===== src/rtl/conc_stim_player.sv =====
// Stimulus sequencer: replays a writable program of {repeat, obs, stim} entries
// onto the DUT inputs, with per-entry repeat counts, one-shot/loop modes and a done pulse.
module conc_stim_player #(
  parameter int NCH   = 2,
  parameter int DEPTH = 16,
  parameter int REPW  = 4,
  parameter int AW    = $clog2(DEPTH)
) (
  input  logic                    clock,
  input  logic                    reset,
  input  logic                    wr_en,
  input  logic [AW-1:0]           wr_addr,
  input  logic [REPW+NCH:0]       wr_data,
  input  logic                    start,
  input  logic                    stop,
  input  logic                    loop_mode,
  input  logic [AW:0]             len,
  output logic [NCH-1:0]          stim,
  output logic                    obs,
  output logic                    busy,
  output logic                    done,
  output logic [AW-1:0]           pc,
  output logic [7:0]              loops
);

  localparam int EW = REPW + NCH + 1;
  localparam logic [AW:0] DEPTH_W = (AW+1)'(DEPTH);

  typedef enum logic [0:0] {
    IDLE = 1'b0,
    RUN  = 1'b1
  } state_t;

  // Program memory is never cleared; only written through the wr_* port.
  logic [EW-1:0] mem_q [DEPTH];

  state_t            state_q, state_d;
  logic [NCH-1:0]    stim_q, stim_d;
  logic              obs_q, obs_d;
  logic              busy_q, busy_d;
  logic              done_q, done_d;
  logic [AW-1:0]     pc_q, pc_d;
  logic [7:0]        loops_q, loops_d;
  logic [REPW-1:0]   rep_q, rep_d;
  logic              mode_q, mode_d;
  logic [AW:0]       len_q, len_d;

  logic [AW:0]       len_eff;
  logic              start_ok;
  logic              at_last;
  logic [AW-1:0]     rd_addr;
  logic [EW-1:0]     rd_word;
  logic [REPW-1:0]   rd_rep;
  logic              rd_obs;
  logic [NCH-1:0]    rd_stim;
  logic [7:0]        loops_inc;

  always_ff @(posedge clock) begin
    if (wr_en && ({1'b0, wr_addr} < DEPTH_W)) begin
      mem_q[wr_addr] <= wr_data;
    end
  end

  assign len_eff   = (len > DEPTH_W) ? DEPTH_W : len;
  assign start_ok  = start && (len != '0);
  assign at_last   = ({1'b0, pc_q} == (len_q - (AW+1)'(1)));
  assign loops_inc = (loops_q != 8'hFF) ? (loops_q + 8'd1) : loops_q;

  // Only one entry is ever loaded per edge: entry 0 on start/wrap, else pc+1.
  always_comb begin
    rd_addr = '0;
    if (state_q == RUN && !at_last) begin
      rd_addr = pc_q + AW'(1);
    end
  end

  assign rd_word = mem_q[rd_addr];
  assign rd_rep  = rd_word[EW-1:NCH+1];
  assign rd_obs  = rd_word[NCH];
  assign rd_stim = rd_word[NCH-1:0];

  // State register
  always_ff @(posedge clock) begin
    if (reset) begin
      state_q <= IDLE;
    end else begin
      state_q <= state_d;
    end
  end

  // Next-state logic; stop is only examined in RUN, so start wins in IDLE.
  always_comb begin
    state_d = state_q;
    case (state_q)
      IDLE: begin
        if (start_ok) begin
          state_d = RUN;
        end
      end
      RUN: begin
        if (stop) begin
          state_d = IDLE;
        end else if (rep_q == '0 && at_last && !mode_q) begin
          state_d = IDLE;
        end
      end
      default: state_d = IDLE;
    endcase
  end

  // Output / datapath next values
  always_comb begin
    stim_d  = stim_q;
    obs_d   = obs_q;
    busy_d  = busy_q;
    done_d  = 1'b0;
    pc_d    = pc_q;
    loops_d = loops_q;
    rep_d   = rep_q;
    mode_d  = mode_q;
    len_d   = len_q;
    case (state_q)
      IDLE: begin
        if (start_ok) begin
          stim_d  = rd_stim;
          obs_d   = rd_obs;
          rep_d   = rd_rep;
          busy_d  = 1'b1;
          pc_d    = '0;
          loops_d = '0;
          mode_d  = loop_mode;
          len_d   = len_eff;
        end
      end
      RUN: begin
        if (stop) begin
          stim_d = '0;
          obs_d  = 1'b0;
          busy_d = 1'b0;
        end else if (rep_q != '0) begin
          rep_d = rep_q - REPW'(1);
        end else if (!at_last) begin
          pc_d   = pc_q + AW'(1);
          stim_d = rd_stim;
          obs_d  = rd_obs;
          rep_d  = rd_rep;
        end else if (!mode_q) begin
          stim_d = '0;
          obs_d  = 1'b0;
          busy_d = 1'b0;
          done_d = 1'b1;
        end else begin
          pc_d    = '0;
          stim_d  = rd_stim;
          obs_d   = rd_obs;
          rep_d   = rd_rep;
          loops_d = loops_inc;
        end
      end
      default: ;
    endcase
  end

  always_ff @(posedge clock) begin
    if (reset) begin
      stim_q  <= '0;
      obs_q   <= 1'b0;
      busy_q  <= 1'b0;
      done_q  <= 1'b0;
      pc_q    <= '0;
      loops_q <= '0;
      rep_q   <= '0;
      mode_q  <= 1'b0;
      len_q   <= '0;
    end else begin
      stim_q  <= stim_d;
      obs_q   <= obs_d;
      busy_q  <= busy_d;
      done_q  <= done_d;
      pc_q    <= pc_d;
      loops_q <= loops_d;
      rep_q   <= rep_d;
      mode_q  <= mode_d;
      len_q   <= len_d;
    end
  end

  assign stim  = stim_q;
  assign obs   = obs_q;
  assign busy  = busy_q;
  assign done  = done_q;
  assign pc    = pc_q;
  assign loops = loops_q;

endmodule


===== config.mk =====
export PLATFORM = sky130hd
export DESIGN_NAME = conc_stim_player
export DESIGN_NICKNAME = d
export VERILOG_FILES = /design/src/rtl/conc_stim_player.sv
export SDC_FILE = /design/constraint.sdc
export NUM_CORES = 1
export LEC_CHECK = 0
export CELL_PAD_IN_SITES_DETAIL_PLACEMENT = 2
export CELL_PAD_IN_SITES_GLOBAL_PLACEMENT = 2
export CORE_ASPECT_RATIO = 1.2
export CORE_UTILIZATION = 43
export DETAILED_ROUTE_END_ITERATION = 7
export PLACE_DENSITY_LB_ADDON = 0.1
export SLEW_MARGIN = 20
export SYNTH_ARGS = -nofsm -noshare
export SYNTH_HDL_FRONTEND = slang
export SYNTH_SLANG_ARGS = --single-unit

===== constraint.sdc =====
create_clock -name clock -period 3.7 [get_ports clock]
set_input_delay 0.74 -clock clock [delete_from_list [all_inputs] [get_ports clock]]
set_output_delay 0.74 -clock clock [all_outputs]
set_load 0.05 [all_outputs]

==> results of run 1 <==
## logic make-up (layout without fill, tap and decap cells)
logic type | after synthesis | in the layout | share of synthesized area [%]
AND/OR/NAND/NOR | 163 | 163 | 12.9
flip-flops | 140 | 140 | 64.1
AO/OA/AOI/OAI | 104 | 104 | 12.3
buffers and inverters | 30 | 93 | 2.37
multiplexers | 21 | 21 | 5.31
XOR/XNOR | 15 | 15 | 2.15
adder cells (fa/ha/maj) | 4 | 4 | 0.818
## state kept, by name (all words and copies together), names as in the netlist
register / count
mem_q: 112
loops: 8
len_q: 5
pc: 4
rep_q: 4
stim: 2
busy: 1
done: 1
mode_q: 1
obs: 1
state_q: 1
## through the flow
step                      std cells  worst slack, ns  utilization [%]  hold WS [ns]
final                           711            0.538             52.7         0.499
after global routing            711            0.373             52.7         0.527
after CTS                       711            0.539             52.7         0.503
after detailed placement        679            0.634             48.6         0.483
after global placement          679            0.784             48.6         0.470
after floorplan                 477             1.18                -         0.445
## critical path: cells and delay by family (launching register included)
kind	cells	cell delay (ns)
AO/OA/AOI/OAI	2	0.70
buffers and inverters	1	0.06
flip-flops	1	0.39
AND/OR/NAND/NOR	4	1.43
XOR/XNOR	1	0.27
adder cells (fa/ha/maj)	1	0.25
## cells in the final DEF, fill, tap and decap left out, drive strengths merged, types with 7 or more instances in the layout
master	n
a21oi	19
inv	12
xor2	8
edfxtp	112
o211ai	9
a311oi	9
nor2	41
dfxtp	28
nand3b	7
mux2i	10
a221oi	7
nand4	9
o21ai	28
clkbuf	17
xnor2	7
nor3	16
clkdlybuf4s50	38
clkinv	7
nand2	48
buf	15
mux4	8
nand3	16
## cell type report
| class | count | area, um^2 | share of cell area [%] |
|---|---|---|---|
| Sequential cell | 140 | 3920 | 53.9 |
| Inverter | 8 | 30.0 | 0.413 |
| Timing Repair Buffer | 53 | 493 | 6.77 |
| Clock buffer | 17 | 425 | 5.84 |
| Tap cell | 171 | 214 | 2.94 |
| Clock inverter | 15 | 141 | 1.94 |
| Multi-Input combinational cell | 307 | 2050 | 28.2 |
## power groups by stage
stage	Sequential [mW]	Clock [mW]	Combinational, mW
2_1_floorplan	1.81	0	0.157
3_3_place_gp	1.79	0	0.281
3_5_place_dp	1.80	0	0.295
4_1_cts	1.76	1.68	0.302
5_1_grt	1.77	1.73	0.320
6_report	1.76	1.65	0.300
## per-layer routing
metal | up-vias | part of all wire [%] | wire length, um | GRT usage (%)
met5 | - | 0 | 0 | 0
met4 | 0 | 2.8 | 519 | 12.4
met3 | 39 | 4.4 | 825 | 5.59
met2 | 149 | 54 | 10100 | 48.2
met1 | 2230 | 39 | 7180 | 29.6
li1 | 1942 | - | - | -
## path summary, 6_finish.rpt
check	start	to	depth (start not counted)
worst min-delay path	len_q[1]$_SDFFE_PP0P_	len_q[1]$_SDFFE_PP0P_	2
worst max register to register	len_q[0]$_SDFFE_PP0P_	obs$_SDFFE_PP0P_	9
worst min register to register	len_q[1]$_SDFFE_PP0P_	len_q[1]$_SDFFE_PP0P_	2
worst max-delay path	len_q[0]$_SDFFE_PP0P_	obs$_SDFFE_PP0P_	9
==> results.txt, run 1 <==
FP Rows: 47
Number of synthesized flops with an enable pin: 112
CP Capture Type: flop
Area grow syn2layout: 18.9%
Placed inst area: 0.00671 mm^2
DRT Pass-1 Iters: 4
Post-route ant nets: 0
HPWL Detailed: 12800 um
Area leader, netlist: edfxtp_1
Total Power: 3.71 mW
Core area: 0.0138 mm^2
Number of synthesized register bits: 140
Achievable Freq: 0.316 GHz
Sw Ratio: 25.2%
Hold_buf cts: 0
Layout cells sized above 1: 11.9%
Setup TNS: 0 ns
Clock power share: 44.5%
Yosys top cell area share: 54.9%
Crit path max fanout: 18
# setup viols final: 0
PD cells: 510 mW/mm^2
Clock skew: 0.0103 ns
Max-slew violations: 0
Lkg Pwr: 2.39 nW
Syn avg cell area: 12.8 um^2
Gr usage total: 26.5%
Req. time, crit path: 4.07 ns
Status: complete, no violations
Detailed-route via count: 4360
Post-synth top cells: edfxtp_1 (112), nand2_1 (47), nor2_1 (41), dfxtp_1 (28), o21ai_0 (26)
DRC viols: 0
Die width: 111 um
Vias/cell: 6.13
Clock latency on the worst-skew pair: 0.43 ns
# diodes: 0
Sink Count: 140
Relative slew slack: 37.9%
H-tree Lvls: 4
Sw power: 934 uW
Max_cap viols: 0
Total global routing overflow: 0
Synth warn: 0
CTS tree: yes
Largest net degree at the start of global routing: 28
DR iter-0 viols: 266
CTS max path bufs: 2
CP Launch Type: flop
Least-Margin Pin Slew: 0.928 ns
Post-synth cell types: 60
PortBufs: 38
Die height: 133 um
CP cell instances: inv_1 -> ha_1 -> xnor2_1 -> a221oi_4 -> o211ai_4 -> nand3_1 -> nor3_2 -> or3b_2 -> nand4_1
Postcts setup bufs: 0
Die area: 0.0147 mm^2
Ports: 39
Mapped cell area: 0.00612 mm^2
Critical path's slowest cell: o211ai_4
Cts bufs inserted: 17
Initial Utilization: 44.3%
Sequential fraction of design power: 47.5%
Peak supply drop: 0.412 mV
GPL Wtd Cong: 0.796
Logic pwr share: 8.1%
Int Pwr: 2.78 mW
Critical path type: flop to flop
Fin. Hold Viols: 0
Ys async rst share: 0%
Synth Net Count: 503
Root Buffer: clkbuf_16
CP peak stage delay: 0.55 ns
Post-layout min period: 3.16 ns
Number of fill cells: 1325
Register area share after synthesis: 64.1%
Synth area leaders: edfxtp_1 (55%), dfxtp_1 (9.2%), nand2_1 (2.9%)
RSZ-0062 raised after global routing: false
Primary FF master, synth: edfxtp_1
Initial antenna violation count: 0
Hold WC Path Type: flop to flop
Routed wire per std cell: 26.2 um
Reg clk slew, reported paths: 0.06 ns
WP data arrival: 3.53 ns
Post_cts resized: 0
Final net count: 553
Design area: 0.00728 mm^2
Most frequent cell after synthesis: edfxtp_1
Vias in the first global route: 4855
Synthesized netlist cell count: 477
DRT Wirelength: 18600 um
Part of the cycle the worst path needs: 85.5%
First-pass GRT wire length: 28700 um
R2r setup slk: 0.54 ns
Note: power is estimated with default switching activity, not from simulation.
==> run 2, diff against run 1 <==
--- a/config.mk
+++ b/config.mk
@@ -8,8 +8,10 @@
 export CELL_PAD_IN_SITES_DETAIL_PLACEMENT = 2
 export CELL_PAD_IN_SITES_GLOBAL_PLACEMENT = 2
 export CORE_ASPECT_RATIO = 1.2
+export CORE_MARGIN = 2
 export CORE_UTILIZATION = 43
 export DETAILED_ROUTE_END_ITERATION = 7
+export MAX_ROUTING_LAYER = met4
 export PLACE_DENSITY_LB_ADDON = 0.1
 export SLEW_MARGIN = 20
 export SYNTH_ARGS = -nofsm -noshare
==> run 2 against run 1 <==
  * Highest routed layer unchanged
  * Clock skew fell by 0.00091 ns
  * Worst setup slack improved by 0.32 ns
  * Global-route usage fell by 0.17 points
  * Combinational power fell by 2%
  * Non-clock buffer count rose by 1
  * Core utilization fell by 0.19 points
  * Maximum frequency rose by 11%
  * First-iteration DRC count rose by 9.4%
  * Register-to-register slack improved by 0.32 ns
  * Count of clock-buffer cells in the layout rose by 1
  * The flow now finishes with violations (design-rule violations)
  * Worst hold slack got worse by 0.0089 ns
==> results.txt, run 2 (synthesis gave the netlist of run 1 again) <==
Status: finished with violations
Failing checks: design-rule violations
Routed wire per std cell: 26.0 um
Met1 Wirelength: 7430 um
Placed inst area: 0.00672 mm^2
Post-layout min period: 2.84 ns
Total Power: 3.71 mW
Placed Cells incl. Taps: 680
Part of the cycle the worst path needs: 76.9%
Layout cells sized above 1: 11.8%
Initial antenna violation count: 0
R2r setup slk: 0.86 ns
Core area: 0.0139 mm^2
DRT Wirelength: 18500 um
Post_cts resized: 0
H-tree Lvls: 4
Most common cell after layout, fill and taps aside: edfxtp_1
DRT Pass-1 Iters: 6
Post-route ant nets: 0
Postcts setup bufs: 0
Setup TNS: 0 ns
Most flop-heavy register: mem_q
Max_cap viols: 0
Critical path type: flop to flop
Largest net degree at the start of global routing: 35
Max reg flops: 112
Vias in the first global route: 4688
PortBufs: 38
Clock skew: 0.00935 ns
Final worst slack: 0.856 ns
Final net count: 554
Setup WS pre-CTS: 0.718 ns
DR iter-0 viols: 291
Post-Route Utilization: 52.5%
HPWL Detailed: 12700 um
Min-delay src: mode_q$_SDFFE_PP0P_
CP Capture Type: flop
Detailed-route via count: 4356
FP Rows: 47
Worst r2r path cells: 10
DRC viols: 4
Relative slew slack: 37.1%
Die width: 113 um
Hold_buf cts: 0
Root Buffer: clkbuf_16
Final hold slack: 0.490 ns
Initial Utilization: 44.1%
Cts bufs inserted: 17
CTS tree: yes
Lkg Pwr: 2.38 nW
RR Endpoint: obs$_SDFFE_PP0P_
Achievable Freq: 0.352 GHz
Area grow syn2layout: 19.0%
CTS max path bufs: 2
WP data arrival: 3.14 ns
Req. time, crit path: 4.00 ns
Hold WC Path Type: flop to flop
Die height: 135 um
Min-Delay Endpoint: mode_q$_SDFFE_PP0P_
Die area: 0.0152 mm^2
# diodes: 0
Number of fill cells: 1330
# setup viols final: 0
GPL Wtd Cong: 0.829
Met3 wire length: 791 um
Metal2 WL: 9970 um
WHS Path Cells: 2
First-pass GRT wire length: 28500 um
Gr usage total: 26.3%
Sink Count: 140
Fin cells: 712
CP Launch Type: flop
Worst r2r src: len_q[0]$_SDFFE_PP0P_
Vias/cell: 6.12
Most frequent cells in the layout: edfxtp_1 (112), nand2_1 (47), nor2_1 (41), clkdlybuf4s50_1 (38), dfxtp_1 (28)
Peak supply drop: 0.317 mV
Fin. Hold Viols: 0
Reg clk slew, reported paths: 0.06 ns
PD cells: 509 mW/mm^2
Least-Margin Pin Slew: 0.940 ns
Total global routing overflow: 0
Design area: 0.00728 mm^2
Max-slew violations: 0
Clock latency on the worst-skew pair: 0.43 ns
Ports: 39
Top routing layer in use: met4
RSZ-0062 raised after global routing: false
Crit path max fanout: 10
[run 2: changes by cell type in the layout (fill, tap and decap cells not counted), sizes merged]
cell and delta:
clkinvlp +1, clkbuf +1, buf +1, inv +1
clkinv -3
[run 2: metal layers]
metal  track usage [%]  vias up
met1              30.8     2271
met2              46.3       97
met5                 -        -
met3              4.67       39
li1                  -     1949
met4              8.60        0
[run 2: final cells by class]
type                            instances  area (um^2)  share of cell area (%)
Multi-Input combinational cell        307         2050                    28.2
Clock inverter                         14          135                    1.86
Inverter                                8         30.0                   0.412
Sequential cell                       140         3920                    53.9
Timing Repair Buffer                   54          500                    6.87
Tap cell                              171          214                    2.94
Clock buffer                           18          429                    5.89
[run 2: power breakdown]
part	switching (mW)	internal, mW
Clock	0.714	0.937
Combinational	0.190	0.103
Sequential	0.0255	1.74
[run 2: worst max-delay path by stage]
stage	startpoint	end	cells after the start
floorplan	pc[1]$_SDFFE_PP0P_	rep_q[2]$_SDFFE_PP0P_	7
global placement	len[0]	obs$_SDFFE_PP0P_	8
detailed placement	len[0]	obs$_SDFFE_PP0P_	8
CTS	len_q[0]$_SDFFE_PP0P_	stim[1]$_SDFFE_PP0P_	9
global route	len_q[0]$_SDFFE_PP0P_	stim[1]$_SDFFE_PP0P_	9
finish	len_q[0]$_SDFFE_PP0P_	obs$_SDFFE_PP0P_	10
[run 2: critical path: stages (launching register included)]
cell and delay (ns):
dfxtp_1 0.39, inv_1 0.06, ha_1 0.25, o21ba_1 0.22, a221oi_4 0.41, o211ai_4 0.18
and3_1 0.32, buf_4 0.22, a221oi_1 0.38, or3b_2 0.20, nand4_1 0.08
==> run 3, diff against run 2 <==
--- a/config.mk
+++ b/config.mk
@@ -9,7 +9,7 @@
 export CELL_PAD_IN_SITES_GLOBAL_PLACEMENT = 2
 export CORE_ASPECT_RATIO = 1.2
 export CORE_MARGIN = 2
-export CORE_UTILIZATION = 43
+export CORE_UTILIZATION = 41
 export DETAILED_ROUTE_END_ITERATION = 7
 export MAX_ROUTING_LAYER = met4
 export PLACE_DENSITY_LB_ADDON = 0.1
==> constraint.sdc (replaced) <==
create_clock -name clock -period 2.7 [get_ports clock]
set_input_delay 0.54 -clock clock [delete_from_list [all_inputs] [get_ports clock]]
set_output_delay 0.54 -clock clock [all_outputs]
set_load 0.05 [all_outputs]
==> run 3 against run 2 <==
  * Highest routed layer unchanged
  * Count of clock-buffer cells in the layout did not move
  * Non-clock buffer count rose by 28
  * Critical path type unchanged
  * Total power rose by 41%
  * The flow now finishes without violations
==> results.txt, run 3 (synthesis gave the netlist of run 1 again) <==
Max-slew violations: 0
Cts bufs inserted: 17
Storage cell area: 0.00393 mm^2
Clock latency on the worst-skew pair: 0.44 ns
HPWL Detailed: 12600 um
CP Launch Type: flop
Critical path type: flop to flop
# setup viols final: 0
Ports: 39
Most common cell after layout, fill and taps aside: edfxtp_1
CP Capture Type: flop
Placed Cells incl. Taps: 731
PortBufs: 38
Routed wire per std cell: 25.6 um
First-pass GRT wire length: 29200 um
CP Buf/Inv Count: 4
DRT Pass-1 Iters: 5
Crit path max fanout: 12
CTS tree: yes
Hold_buf cts: 0
Final worst slack: 0.103 ns
Sink Count: 140
DR iter-0 viols: 285
Req. time, crit path: 3.04 ns
CP peak stage delay: 0.36 ns
PD cells: 680 mW/mm^2
Relative slew slack: 51.5%
Post-route ant nets: 0
Lkg Pwr: 2.60 nW
Critical path's slowest cell: dfxtp_2
Gr usage total: 26.5%
Part of the cycle the worst path needs: 96.2%
Setup WS pre-CTS: -0.0408 ns
H-tree Lvls: 4
Achievable Freq: 0.385 GHz
Most frequent cells in the layout: edfxtp_1 (112), nand2_1 (46), nor2_1 (39), buf_4 (39), clkdlybuf4s50_1 (37)
WP data arrival: 2.93 ns
Status: complete, no violations
Most frequent CP cell: buf_6
DRC viols: 0
R2r setup slk: 0.10 ns
Layout cells sized above 1: 18.2%
DRT Wirelength: 19700 um
Max_cap viols: 0
Largest delay share family, worst path: compound AO/OA/AOI/OAI gates
Total global routing overflow: 0
Die height: 138 um
Vias/cell: 5.85
Die width: 116 um
Max reg flops: 112
FP Rows: 48
Die area: 0.0159 mm^2
Total Power: 5.22 mW
Setup TNS: 0 ns
Root Buffer: clkbuf_16
Fin cells: 770
Post-layout min period: 2.60 ns
Vias in the first global route: 4813
Post-Route Utilization: 53.0%
Number of fill cells: 1387
Largest net degree at the start of global routing: 36
Detailed-route via count: 4503
Hold WC Path Type: flop to flop
Peak supply drop: 0.580 mV
Most flop-heavy register: mem_q
Reg clk slew, reported paths: 0.07 ns
CP cell instances: inv_1 -> ha_1 -> o21ba_1 -> a221oi_4 -> buf_6 -> o211ai_4 -> buf_12 -> nand2_1 -> buf_6 -> a221o_1 -> nand4_1 -> a311oi_1
Area grow syn2layout: 25.4%
Initial antenna violation count: 0
# diodes: 0
GPL Wtd Cong: 0.784
Fin. Hold Viols: 0
Area of the multi-input gates: 0.00212 mm^2
Clock skew: 0.0122 ns
Core area: 0.0145 mm^2
Initial Utilization: 42.3%
Final net count: 583
CTS max path bufs: 2
Least-Margin Pin Slew: 0.726 ns
-- run 3: cell count changes in the layout (fill, tap and decap cells not counted), sizes merged --
cell | previous run | this run
clkdlybuf4s50 | 38 | 37
inv | 13 | 15
clkinvlp | 4 | 1
buf | 16 | 45
clkinv | 4 | 5
o211a | 4 | 5
-- run 3: through the flow --
step / hold WS [ns] / area, um^2
after detailed placement: 0.473 / 6970
after floorplan: 0.445 / 6120
after global routing: 0.518 / 7670
final: 0.483 / 7670
after CTS: 0.482 / 7560
after global placement: 0.467 / 6970
-- run 3: path summary, 6_finish.rpt --
check | startpoint | end | cells past startpoint
worst max-delay path | len_q[0]$_SDFFE_PP0P_ | rep_q[0]$_SDFFE_PP0P_ | 12
worst min-delay path | len_q[1]$_SDFFE_PP0P_ | len_q[1]$_SDFFE_PP0P_ | 2
worst max register to register | len_q[0]$_SDFFE_PP0P_ | rep_q[0]$_SDFFE_PP0P_ | 12
worst min register to register | len_q[1]$_SDFFE_PP0P_ | len_q[1]$_SDFFE_PP0P_ | 2
-- run 3: cell type report --
| class | instances | share of cell area [%] |
|---|---|---|
| timing repair buffer | 82 | 9.98 |
| multi-input combinational | 308 | 27.7 |
| tap | 200 | 3.26 |
| clock buffer | 18 | 5.59 |
| inverter | 8 | 0.391 |
| clock inverter | 14 | 1.96 |
| sequential | 140 | 51.1 |
-- run 3: tightest hold or removal path: cells and delay by family (launching register included) --
kind               cells  cell delay (ns)
AOI/OAI and AO/OA      1             0.06
and+or+nand+nor        1             0.06
DFF                    1             0.32
-- run 3: layer usage --
layer / GRT usage (%) / part of all wire, %
met1: 29.8 / 41
met2: 45.9 / 53
met3: 5.06 / 3.7
met4: 11.2 / 2.8
met5: - / 0
-- run 3: power breakdown --
group          total (mW)  switching, mW  internal [mW]
clock network        2.34           1.04           1.30
logic               0.459          0.289          0.170
registers            2.42         0.0352           2.38
-- run 3: repair_timing --
item,CTS,global route
gates resized for setup,2,15
cloned,0,1
pin swaps,2,2
buffers inserted,1,5
endpoints found under the setup margin,4,14
